<file path="config.mk">
export PLATFORM = sky130hd
export DESIGN_NAME = present_decrypt_core_flat
export DESIGN_NICKNAME = d
export VERILOG_FILES = /design/src/rtl/present_decrypt_core_if.sv /design/src/rtl/present_decrypt_core.sv /design/src/flat_wrapper.sv
export SDC_FILE = /design/constraint.sdc
export NUM_CORES = 1
export LEC_CHECK = 0
export ABC_CLOCK_PERIOD_IN_PS = 2100
export CORE_MARGIN = 4
export CORE_UTILIZATION = 30
export DETAILED_ROUTE_END_ITERATION = 6
export GPL_ROUTABILITY_DRIVEN = 0
export PLACE_DENSITY_LB_ADDON = 0.05
export SLEW_MARGIN = 20
export SYNTH_ARGS = -nofsm -noshare
export SYNTH_HDL_FRONTEND = slang
export SYNTH_SLANG_ARGS = --single-unit
</file>
<file path="constraint.sdc">
create_clock -name clk_i -period 2.1 [get_ports clk_i]
set_clock_uncertainty 0.05 [all_clocks]
set_input_delay 0.525 -clock clk_i [delete_from_list [all_inputs] [get_ports clk_i]]
set_output_delay 0.525 -clock clk_i [all_outputs]
set_load 0.01 [all_outputs]
</file>
<file path="src/rtl/present_decrypt_core_if.sv">
// present_decrypt_core_if: start/key/ciphertext request and plaintext/valid/busy response bundle.
interface present_decrypt_core_if;
    logic        start_i;
    logic [79:0] key_i;
    logic [63:0] data_i;
    logic [63:0] data_o;
    logic        valid_o;
    logic        busy_o;
    modport master (output start_i, key_i, data_i, input data_o, valid_o, busy_o);
    modport slave  (input start_i, key_i, data_i, output data_o, valid_o, busy_o);
endinterface

</file>
<file path="src/rtl/present_decrypt_core.sv">
// present_decrypt_core: iterative PRESENT-80 decryption, one round per cycle.
// Define PRESENT_KEYCACHE_EN to cache K32 of the last key and skip KEYGEN on a repeat key.
module present_decrypt_core (
    input logic clk_i,
    input logic rstn_i,
    present_decrypt_core_if.slave bus
);
    localparam logic [2:0] IDLE = 3'd0, KEYGEN = 3'd1, WHITEN = 3'd2, ROUND = 3'd3, DONE = 3'd4;
    localparam logic [63:0] SBOX  = 64'h21748FE3DA09B65C;
    localparam logic [63:0] ISBOX = 64'hA970364BD21C8FE5;

    function automatic logic [79:0] fwd_key(input logic [79:0] k, input logic [4:0] i);
        logic [79:0] r;
        r = {k[18:0], k[79:19]};
        r[79:76] = SBOX[{r[79:76], 2'b00} +: 4];
        r[19:15] = r[19:15] ^ i;
        return r;
    endfunction

    function automatic logic [79:0] rev_key(input logic [79:0] k, input logic [4:0] i);
        logic [79:0] r;
        r = k;
        r[19:15] = r[19:15] ^ i;
        r[79:76] = ISBOX[{r[79:76], 2'b00} +: 4];
        return {r[60:0], r[79:61]};
    endfunction

    function automatic logic [63:0] inv_round(input logic [63:0] s);
        logic [63:0] p;
        logic [63:0] o;
        for (int j = 0; j < 63; j++) p[j] = s[(16 * j) % 63];
        p[63] = s[63];
        for (int k = 0; k < 16; k++) o[4*k +: 4] = ISBOX[{p[4*k +: 4], 2'b00} +: 4];
        return o;
    endfunction

    logic [2:0]  fsm_q, fsm_d;
    logic [63:0] state_q, state_d;
    logic [79:0] key_q, key_d;
    logic [4:0]  rnd_q, rnd_d;
    logic        valid_q, valid_d;
    logic        accept, hit;
    logic [79:0] hit_key;

    assign accept = (fsm_q == IDLE || fsm_q == DONE) && bus.start_i;

`ifdef PRESENT_KEYCACHE_EN
    logic [79:0] cached_key_q, cached_k32_q;
    logic        cache_vld_q;
    assign hit     = cache_vld_q && bus.key_i == cached_key_q;
    assign hit_key = cached_k32_q;
    // Key is remembered at start; its K32 becomes usable only once KEYGEN completes.
    always_ff @(posedge clk_i or negedge rstn_i) begin
        if (!rstn_i) begin
            cached_key_q <= '0;
            cached_k32_q <= '0;
            cache_vld_q  <= 1'b0;
        end else if (accept && !hit) begin
            cached_key_q <= bus.key_i;
            cache_vld_q  <= 1'b0;
        end else if (fsm_q == KEYGEN && rnd_q == 5'd31) begin
            cached_k32_q <= key_d;
            cache_vld_q  <= 1'b1;
        end
    end
`else
    assign hit     = 1'b0;
    assign hit_key = '0;
`endif

    always_comb begin
        fsm_d   = fsm_q;
        state_d = state_q;
        key_d   = key_q;
        rnd_d   = rnd_q;
        valid_d = 1'b0;
        case (fsm_q)
            IDLE, DONE: if (accept) begin
                state_d = bus.data_i;
                key_d   = hit ? hit_key : bus.key_i;
                rnd_d   = 5'd1;
                fsm_d   = hit ? WHITEN : KEYGEN;
            end
            KEYGEN: begin
                key_d = fwd_key(key_q, rnd_q);
                rnd_d = rnd_q == 5'd31 ? rnd_q : rnd_q + 5'd1;
                fsm_d = rnd_q == 5'd31 ? WHITEN : KEYGEN;
            end
            WHITEN: begin
                state_d = state_q ^ key_q[79:16];
                key_d   = rev_key(key_q, 5'd31);
                rnd_d   = 5'd31;
                fsm_d   = ROUND;
            end
            ROUND: begin
                state_d = inv_round(state_q) ^ key_q[79:16];
                key_d   = rnd_q == 5'd1 ? key_q : rev_key(key_q, rnd_q - 5'd1);
                rnd_d   = rnd_q == 5'd1 ? rnd_q : rnd_q - 5'd1;
                fsm_d   = rnd_q == 5'd1 ? DONE : ROUND;
                valid_d = rnd_q == 5'd1;
            end
            default: fsm_d = IDLE;
        endcase
    end

    always_ff @(posedge clk_i or negedge rstn_i) begin
        if (!rstn_i) begin
            fsm_q   <= IDLE;
            state_q <= '0;
            key_q   <= '0;
            rnd_q   <= '0;
            valid_q <= 1'b0;
        end else begin
            fsm_q   <= fsm_d;
            state_q <= state_d;
            key_q   <= key_d;
            rnd_q   <= rnd_d;
            valid_q <= valid_d;
        end
    end

    assign bus.data_o  = fsm_q == DONE ? state_q : '0;
    assign bus.valid_o = valid_q;
    assign bus.busy_o  = fsm_q == KEYGEN || fsm_q == WHITEN || fsm_q == ROUND;
endmodule

</file>
<file path="src/flat_wrapper.sv">
// flat-port wrapper written by rule: the top's interface ports become plain ports
module present_decrypt_core_flat 
  (clk_i, rstn_i, bus_start_i, bus_key_i, bus_data_i, bus_data_o, bus_valid_o, bus_busy_o);
  present_decrypt_core_if bus_i ();
  input logic clk_i;
  input logic rstn_i;
  input wire logic [$bits(bus_i.start_i)-1:0] bus_start_i;
  input wire logic [$bits(bus_i.key_i)-1:0] bus_key_i;
  input wire logic [$bits(bus_i.data_i)-1:0] bus_data_i;
  output wire logic [$bits(bus_i.data_o)-1:0] bus_data_o;
  output wire logic [$bits(bus_i.valid_o)-1:0] bus_valid_o;
  output wire logic [$bits(bus_i.busy_o)-1:0] bus_busy_o;
  assign bus_i.start_i = bus_start_i;
  assign bus_i.key_i = bus_key_i;
  assign bus_i.data_i = bus_data_i;
  assign bus_data_o = bus_i.data_o;
  assign bus_valid_o = bus_i.valid_o;
  assign bus_busy_o = bus_i.busy_o;
  present_decrypt_core u_core (.clk_i(clk_i), .rstn_i(rstn_i), .bus(bus_i));
endmodule
</file>
==> key figures <==
Clock tree
  – Htree depth: 4
  – Clock tree buffer depth: 2
  – CTS tree: built
  – CTS root buf: clkbuf_16
  – Clk Latency, worst-skew pair: 470 ps
  – CTS Buf Count: 17
  – Clock sinks: 153
  – CTS clk-pin slew, worst paths: 80 ps

Floorplan
  – Initial Util: 0.303
  – Core box area: 47700 um2
  – Die area: 51900 um2
  – Number of top-level pins: 213
  – Chip height: 228 um
  – Num rows: 80
  – Die Width: 228 um

Yosys
  – Mean post-synth cell area: 9.05 um2
  – Syn. warnings: 0
  – Post-synth EDFFs: 0
  – Seq/Total Area, Yosys: 0.264
  – Net Count, Synth: 1860
  – Synth Instances: 1602
  – Seq cells post-synth: 153
  – Mapped cell area: 14500 um2
  – Post-synth ARST share: 1.00
  – Ys flop type: dfrtp_1
  – Post-synth cell types: 65

Global routing
  – Global route overflow: 0
  – Pin count of the biggest net entering global routing: 65
  – GRT Util Overall: 0.255
  – First-pass GRT wire length: 101 mm
  – Vias in the first global route: 14600
  – Antenna violations before repair: 2

Hold path
  – Hold Crit Class: in -> async

Power
  – Internal power: 18.8 mW
  – Sw Ratio: 0.474
  – Power density cells: 1690 nW/um2
  – Clock Power Share: 0.095
  – Comb pwr share: 0.695
  – Sequential share of power: 0.209
  – Maximum VDD drop: 0.744 mV
  – Sw Pwr: 16.9 mW
  – Overall Power: 35.7 mW
  – Pleak: 8.88 nW

Layout
  – Fillcell total: 4511
  – Syn-to-layout area delta: 45.5%
  – Share of cells above drive strength 1: 0.331
  – Leading cell type in the layout, fill and taps excluded: buf_4
  – Seq. cell area: 3840 um2
  – Area of the multi-input gates: 10400 um2
  – Design area: 21100 um2
  – Most frequent cells in the layout: buf_4, dfrtp_1, clkdlybuf4s50_1
  – Final Core Density: 0.442
  – Net count, final: 2195
  – N_diodes: 0

Worst setup path
  – Crit path max-delay family: flip-flops
  – Path depth of the worst reg2reg path: 10
  – CP Capture Type: output pin
  – R2r setup slk: -130 ps
  – Terminus of the critical flop-to-flop path: u_core.state_q[12]
  – Crit path cell chain: nor2_4 -> buf_12 -> buf_12 -> and3_1 -> buf_2
  – Worst Path Required: 1520 ps
  – Crit-path max cell delay: 490 ps
  – Critical-path maximum fanout: 16
  – Worst Path Buf+Inv: 3
  – Critical path arrival: 1740 ps
  – R2r startpoint: u_core.fsm_q[0]
  – Most common cell on crit path: buf_12
  – Slowest-stage cell, CP: dfrtp_4
  – Startpoint Class: flop
  – Critical path class: reg -> out

Drt
  – TritonRoute pass-1 iters: 5
  – WL final: 69.2 mm
  – Routed wire length per instance: 27.0 um
  – Routed Antenna Nets: 0
  – Vias/cell: 5.82
  – Initial drt markers: 1335
  – Vias: 14900
  – Drt drc: 0

Timing
  – RSZ-0062 raised after global routing: true
  – Crit path time final: 2320 ps
  – Max Fclk: 0.431 GHz
  – Slew Viols, Final: 0
  – # setup viols final: 166
  – Final WS setup: -218 ps
  – Final period util: 1.10
  – Slew headroom: 0.516
  – Final setup TNS: -16940 ps
  – Worst Max-Slew Pin Slew: 724 ps
  – Final hold vios: 0

Run status
  – Violated checks: negative setup slack
  – Status: finished, violations left

Place
  – PortBufs: 212
  – Detailed placer's ending HPWL: 49.4 mm
  – Dpl cell area: 18500 um2

Run
  – Maxcap violations: 0
==> power by group through the flow <==
stage	Clock, mW	Sequential [mW]	Combinational, mW
CTS	3.45	7.38	23.7
detailed placement	0	7.41	20.7
global placement	0	7.38	20.4
finish	3.40	7.47	24.8
floorplan	0	5.91	13.4
global route	3.54	7.57	26.7
==> synthesized netlist by cell type (15+ instances only) <==
cell type,n,area share
and3_1,74,0.032
dfrtp_1,153,0.26
nor3_1,41,0.014
inv_1,88,0.023
a21oi_1,47,0.016
or4_1,15,0.0078
ha_1,111,0.096
a211o_1,23,0.014
nand3_1,28,0.0097
a22oi_1,118,0.061
clkbuf_1,109,0.028
o22ai_1,15,0.0065
buf_1,17,0.0044
nand2_1,58,0.015
xnor2_1,21,0.013
nand4_1,18,0.0078
o211ai_1,40,0.021
a211oi_1,24,0.012
o21ai_0,97,0.034
buf_2,25,0.0086
mux2i_1,46,0.032
nor2b_1,25,0.011
nor2_1,63,0.016
mux4_2,35,0.054
mux2_2,109,0.085
a2111oi_0,18,0.011
==> worst register-to-register path: stages (launching register included) <==
cell	delay, ps
dfrtp_4	490
buf_6	160
buf_12	130
nor3b_4	320
buf_12	200
buf_12	130
buf_16	120
mux2i_2	210
buf_4	130
a32oi_1	40
and3_1	150
==> how the worst max path moves through the flow <==
stage | start | to | slack [ps] | depth (start not counted)
2_1_floorplan | u_core.state_q[3] | u_core.state_q[13] | 2 | 6
3_3_place_gp | bus_start_i | u_core.key_q[17] | -390 | 6
3_5_place_dp | bus_start_i | u_core.key_q[17] | -420 | 6
4_1_cts | u_core.fsm_q[0] | bus_data_o[47] | -320 | 5
5_1_grt | u_core.fsm_q[0] | bus_data_o[36] | -270 | 5
6_report | u_core.fsm_q[0] | bus_data_o[36] | -220 | 5
==> repair_timing <==
action                                 CTS  global route
setup buffers                           41             8
cloned                                  24            10
hold buffers                             1             0
setup endpoints to repair              162           212
resized for setup                      410           168
endpoints found under the hold margin   34             0
pin swaps                               23            21
==> state kept, by name, indices dropped and copies added, names as in the netlist <==
register            flops
u_core.key_q           80
u_core.state_q         64
u_core.rnd_q            5
u_core.fsm_q            3
u_core.bus.valid_o      1
==> metal layers <==
layer,wire [um],GRT usage,vias to the layer above
met3,3520,0.0269,73
met4,2480,0.0834,2
met5,20,0,-
li1,-,-,6752
met1,31700,0.362,7590
met2,31500,0.409,498
==> per-stage QoR <==
stage               std cells  hold slack, ps  setup slack (ps)
floorplan                1602             179              2.14
global placement         2457             430              -392
detailed placement       2457             430              -424
CTS                      2552             493              -320
global route             2564             503              -271
finish                   2564             498              -218
==> cell type report <==
type | count | area share
timing repair buffer | 474 | 0.243
tap | 615 | 0.0365
sequential | 153 | 0.182
multi-input combinational | 1201 | 0.494
inverter | 90 | 0.0161
clock buffer | 20 | 0.0212
clock inverter | 11 | 0.00706
==> kinds of logic (layout without fill, tap and decap cells) <==
| family | after synthesis | in the layout | share of synthesized area |
|---|---|---|---|
| multiplexers | 190 | 190 | 0.171 |
| buffers and inverters | 250 | 595 | 0.0716 |
| XOR/XNOR | 28 | 28 | 0.0169 |
| flip-flops | 153 | 153 | 0.264 |
| AO/OA/AOI/OAI | 465 | 467 | 0.223 |
| adder cells (fa/ha/maj) | 111 | 111 | 0.0958 |
| AND/OR/NAND/NOR | 405 | 405 | 0.158 |
(Power assumes the default switching activity.)
